--- config.mk ---
export PLATFORM = sky130hd
export DESIGN_NAME = input_conditioner
export DESIGN_NICKNAME = d
export VERILOG_FILES = /design/src/rtl/input_conditioner_pkg.sv /design/src/rtl/sync_2ff.sv /design/src/rtl/input_conditioner.sv
export SDC_FILE = /design/constraint.sdc
export NUM_CORES = 1
export LEC_CHECK = 0
export CAP_MARGIN = 40
export CORE_AREA = 10 10 47 49
export DETAILED_ROUTE_END_ITERATION = 10
export DIE_AREA = 0 0 57 59
export HOLD_SLACK_MARGIN = 0.02
export PLACE_DENSITY = 0.51
export SETUP_SLACK_MARGIN = 0.4
export SYNTH_ARGS = -nofsm -noshare
export SYNTH_HDL_FRONTEND = slang
export SYNTH_SLANG_ARGS = --single-unit
--- constraint.sdc ---
create_clock -name clk -period 1.34 [get_ports clk]
set_input_delay 0.268 -clock clk [delete_from_list [all_inputs] [get_ports clk]]
set_output_delay 0.268 -clock clk [all_outputs]
set_load 0.02 [all_outputs]
--- src/rtl/input_conditioner_pkg.sv ---
// Shared defaults for the input conditioner slice.
package input_conditioner_pkg;

    localparam int unsigned DEFAULT_WAIT_TIME     = 3;
    localparam int unsigned DEFAULT_COUNTER_WIDTH = 3;

endpackage : input_conditioner_pkg

--- src/rtl/sync_2ff.sv ---
// Two-flop synchronizer for a single asynchronous bit.
module sync_2ff (
    input  logic clk,
    input  logic reset_n,
    input  logic din,
    output logic dout
);

    logic sync0_q, sync0_d;
    logic sync1_q, sync1_d;

    always_comb begin
        sync0_d = din;
        sync1_d = sync0_q;
    end

    always_ff @(posedge clk or negedge reset_n) begin
        if (!reset_n) begin
            sync0_q <= 1'b0;
            sync1_q <= 1'b0;
        end else begin
            sync0_q <= sync0_d;
            sync1_q <= sync1_d;
        end
    end

    assign dout = sync1_q;

endmodule : sync_2ff

--- src/rtl/input_conditioner.sv ---
// Synchronizes, debounces and edge-detects one noisy asynchronous input.
// faultactive freezes the debounced level while the synchronizer keeps running.
module input_conditioner
    import input_conditioner_pkg::*;
#(
    parameter int unsigned WAIT_TIME     = DEFAULT_WAIT_TIME,
    parameter int unsigned COUNTER_WIDTH = DEFAULT_COUNTER_WIDTH
) (
    input  logic clk,
    input  logic reset_n,
    input  logic noisysignal,
    input  logic faultactive,
    output logic conditioned,
    output logic positiveedge,
    output logic negativeedge
);

    logic                     sync1;
    logic [COUNTER_WIDTH-1:0] counter_q, counter_d;
    logic                     conditioned_q, conditioned_d;
    logic                     positiveedge_q, positiveedge_d;
    logic                     negativeedge_q, negativeedge_d;

    sync_2ff u_sync (
        .clk     (clk),
        .reset_n (reset_n),
        .din     (noisysignal),
        .dout    (sync1)
    );

    // Counter only advances while the synchronized level disagrees with the output;
    // it commits after WAIT_TIME further disagreeing cycles, so it never wraps.
    always_comb begin
        counter_d      = counter_q;
        conditioned_d  = conditioned_q;
        positiveedge_d = 1'b0;
        negativeedge_d = 1'b0;
        if (faultactive || (sync1 == conditioned_q)) begin
            counter_d = '0;
        end else if (counter_q == COUNTER_WIDTH'(WAIT_TIME)) begin
            counter_d      = '0;
            conditioned_d  = sync1;
            positiveedge_d = sync1;
            negativeedge_d = !sync1;
        end else begin
            counter_d = counter_q + COUNTER_WIDTH'(1);
        end
    end

    always_ff @(posedge clk or negedge reset_n) begin
        if (!reset_n) begin
            counter_q      <= '0;
            conditioned_q  <= 1'b0;
            positiveedge_q <= 1'b0;
            negativeedge_q <= 1'b0;
        end else begin
            counter_q      <= counter_d;
            conditioned_q  <= conditioned_d;
            positiveedge_q <= positiveedge_d;
            negativeedge_q <= negativeedge_d;
        end
    end

    assign conditioned  = conditioned_q;
    assign positiveedge = positiveedge_q;
    assign negativeedge = negativeedge_q;

endmodule : input_conditioner

After elaboration in Yosys (flattened, before gate mapping)
Index checks and enable logic that the tools add are counted.

storage, ports and cells
  bits in registers = 8
  input bits = 4
  output and inout bits = 3
  logic and storage cells = 19

operators by class
  $add $sub $neg = 1
  equality and inequality tests = 2
  muxes and demuxes = 6
  bitwise logic cells = 1
  reductions and logical operators = 3

operators by type and width
  operator             number
  $mux 3               2
  $mux 1               4
  $add 3x1->3 const B  1
  $eq 3x2->1 const B   1
  $reduce_and 2->1     1
  $eq 1x1->1           1
  $logic_not 1->1      1
  $logic_or 1x1->1     1
  $not 1->1            1

Logic depth before layout (Yosys ltp)
  depth in word-level cells = 4
  mapped depth = 3

Hierarchy
A second synthesis with hierarchy kept.

unflattened totals
  cells, all modules = 18
  area total of the unflattened synthesis = 307.8 um2

by module, submodules not included
  module             instances  cells an instance  area an instance (um2)  seq. area each (um2)
  input_conditioner  1          16                 257.7                   150.1
  sync_2ff           1          2                  50.0                    50.0

Worst setup path before layout
No wires, ideal clock.

  path kind = register to register
  start point = reg counter_q[0]
  end point = reg conditioned_q, in the netlist conditioned
  setup time = 0.125 ns
  data arrival time = 1.038 ns
  required time = 1.215 ns
  slack = 0.178 ns
  cell stages (with the launch flop) = 4
  buffers on the path = 0
  path through = dfrtp_1 ha_1 nor3b_2 mux2_2

between the ends
  word-level cells in the longest chain between the ends = 2

ends and longest elaborated chain
  what                               RTL line                 text
  start, declared                    input_conditioner.sv:19  logic [COUNTER_WIDTH-1:0] counter_q, counter_d;
  start signal, assigned             input_conditioner.sv:57  counter_q <= counter_d;
  $eq 3x2->1                         input_conditioner.sv:40  end else if (counter_q == COUNTER_WIDTH'(WAIT_TIME)) begin
  $reduce_and 2->1 (no source line)  -
  end signal, assigned               input_conditioner.sv:58  conditioned_q <= conditioned_d;
  end, declared                      input_conditioner.sv:20  logic conditioned_q, conditioned_d;

No other way between the ends.
A chain may end at the register's enable or synchronous reset.

Final worst setup path
Same ends and word-level chain as after synthesis.

==> impl_metrics.json <==
{
  "status": "finished, final reports clean",
  "drtIter0Drc": 1,
  "maxCapViolations": 0,
  "cts_sinks": 8,
  "p_leak_nw": 0.222,
  "slew_violations": 0,
  "worst_pin_slew_ns": 0.365,
  "total_power_mw": 0.572,
  "p_per_area_nw_per_um2": 1180,
  "antenna_found_initial": 0,
  "synthDistinctLibCells": 9,
  "final_area_um2": 485,
  "num_rows": 14,
  "fin_crit_ns": 1.18,
  "max_freq_mhz": 844,
  "post-route-period-util_pct": 88.4,
  "die_area_um2": 3360,
  "cts_max_level": 1,
  "grt_pass1_wl_um": 952,
  "coreArea_um2": 1400,
  "ant_nets": 0,
  "grt-ovfl-total": 0,
  "cp-startpoint": "counter_q[0]",
  "cts_tree": "yes",
  "detail_route.wirelength_um": 583,
  "final_common_cell": "dfrtp_1",
  "max_stage_delay_ns": 0.35,
  "worst-setup-path-type": "reg -> reg",
  "fin_setup_tns_ns": 0,
  "dieWidth_um": 57,
  "gp_congestion": 0.664,
  "place_area_um2": 423,
  "required_ns": 1.46,
  "ys_ff_latch": 8,
  "final.setup.worst_slack_ns": 0.155,
  "avgSynthCellArea_um2": 17.1,
  "synthToLayoutAreaGrowth_pct": 57.7,
  "synth_top_family_by_area": "simple AND/OR/NAND/NOR gates",
  "clockBufferDepth": 2,
  "finalClockSkew_ns": 0.00706,
  "reg2reg_depth": 3,
  "diodes": 0,
  "slowest_stage": "dfrtp_1",
  "initial_core_util_pct": 22.0,
  "root_buffer": "clkbuf_4",
  "yosys-top-cells-area": "dfrtp_1 (65%), nor4b_2 (9.8%), and3b_2 (6.5%)",
  "ff2ff_setup_slack_ns": 0.16,
  "ys_warn_count": 0,
  "crit_end": "conditioned",
  "clk_pin_slew_ns": 0.06,
  "holdWs_ns": 0.299,
  "timing_hold_violations_final": 0,
  "synth_area_um2": 308,
  "setup_viol": 0,
  "synthCells": 18,
  "slew_headroom_pct": 75.6,
  "r2r-end": "conditioned",
  "synthSimpleGateAreaFrac_pct": 24.4,
  "pin_count": 7,
  "syn-num-nets": 23,
  "synthAdderAreaFrac_pct": 4.07,
  "crit_path_cell_trace": "ha_2, nor3b_4, mux2_4",
  "portBuffers": 6,
  "wl_per_cell_um": 12.1,
  "clock_latency_ns": 0.25,
  "grtUsageTotal_pct": 3.69,
  "die_h_um": 59,
  "hold_buffers": 0,
  "synth-compound-area-share_pct": 0,
  "cts_buffers": 3,
  "place_ws_ns": -0.103,
  "vdd_drop_max_uv": 512,
  "synth_seq_area_share_pct": 65.0,
  "nNetsFinal": 39,
  "crit_path_max_fanout": 2,
  "first_pass_iters": 3,
  "worstPathArrival_ns": 1.31,
  "cp-end-kind": "flip-flop",
  "rr_startpoint": "counter_q[0]",
  "viasPerCell": 4.04,
  "route.vias.total": 194,
  "drive_above_1_share_pct": 65.6,
  "yosysTopAreaCell": "dfrtp_1",
  "place_hpwl_um": 418,
  "first_global_vias": 225,
  "grt_max_degree": 9,
  "synth_xor_area_share_pct": 2.85,
  "cp-start-kind": "flip-flop",
  "yosysTopAreaCellShare_pct": 65.0,
  "drc": 0,
  "rsz0062_at_grt": "yes",
  "synthMuxAreaShare_pct": 3.66,
  "mostFrequentLayoutCells": "dfrtp_1 (8), buf_4 (5), clkbuf_4 (3), clkdlybuf4s50_1 (3), buf_6 (3)",
  "hold_class": "in -> async"
}
## what timing repair did
action	in CTS	in global routing
endpoints found under the setup margin	9	9
setup buffers	2	1
cloned	0	0
pin swaps	2	2
gates resized for setup	16	5
## power breakdown
| group | switching (mW) | internal (mW) | total [mW] |
|---|---|---|---|
| Clock | 0.0752 | 0.102 | 0.177 |
| Sequential | 0.0111 | 0.260 | 0.271 |
| Combinational | 0.0519 | 0.0718 | 0.124 |
| Total | 0.138 | 0.434 | 0.572 |
## per-stage QoR
stage / util, % / std cells
2_1_floorplan: - / 18
3_3_place_gp: 30.2 / 42
3_5_place_dp: 30.2 / 42
4_1_cts: 33.9 / 47
5_1_grt: 34.6 / 48
6_report: 34.6 / 48
## critical path: cells and delay by family, from the launching register on
| family | cells | cell delay (ns) |
|---|---|---|
| fa+ha+maj | 1 | 0.18 |
| flops | 1 | 0.35 |
| mux | 1 | 0.32 |
| simple gates | 1 | 0.22 |
## sequential cells by signal, indices dropped and copies added, names as in the netlist
name	count
u_sync.dout	1
u_sync.sync0_q	1
positiveedge	1
negativeedge	1
conditioned	1
counter_q	3
## layout make-up
class                           instances  area, µm²
Fill cell                             143        916
Sequential cell                         8        200
Multi-Input combinational cell         10        141
Timing Repair Buffer                   11        101
Clock buffer                            3       22.5
Tap cell                               16       20.0
## metal layers
metal	global-route usage [%]	wire, µm
met5	0	0
met4	2.01	0
met3	1.93	20
met2	6.67	337
met1	3.25	226
## logic make-up after synthesis
group	Yosys count
adders and majority gates	1
and+or+nand+nor	7
muxes	1
DFF	8
xor gates and xnor gates	1
## synthesized netlist by cell type, drive strengths merged
master	count
nor4	1
nor4b	2
nor3b	1
dfrtp	8
ha	1
and3b	2
xnor2	1
nor2b	1
mux2	1
## worst min-delay path by stage
stage | from | endpoint | cells past startpoint
3_3_place_gp | u_sync.sync0_q | u_sync.dout | 0
5_1_grt | reset_n | counter_q[0] | 1
6_report | reset_n | counter_q[1] | 1
2_1_floorplan | reset_n | conditioned | 0
3_5_place_dp | u_sync.sync0_q | u_sync.dout | 0
4_1_cts | reset_n | counter_q[1] | 1
Note: power is estimated with default switching activity, not from simulation.
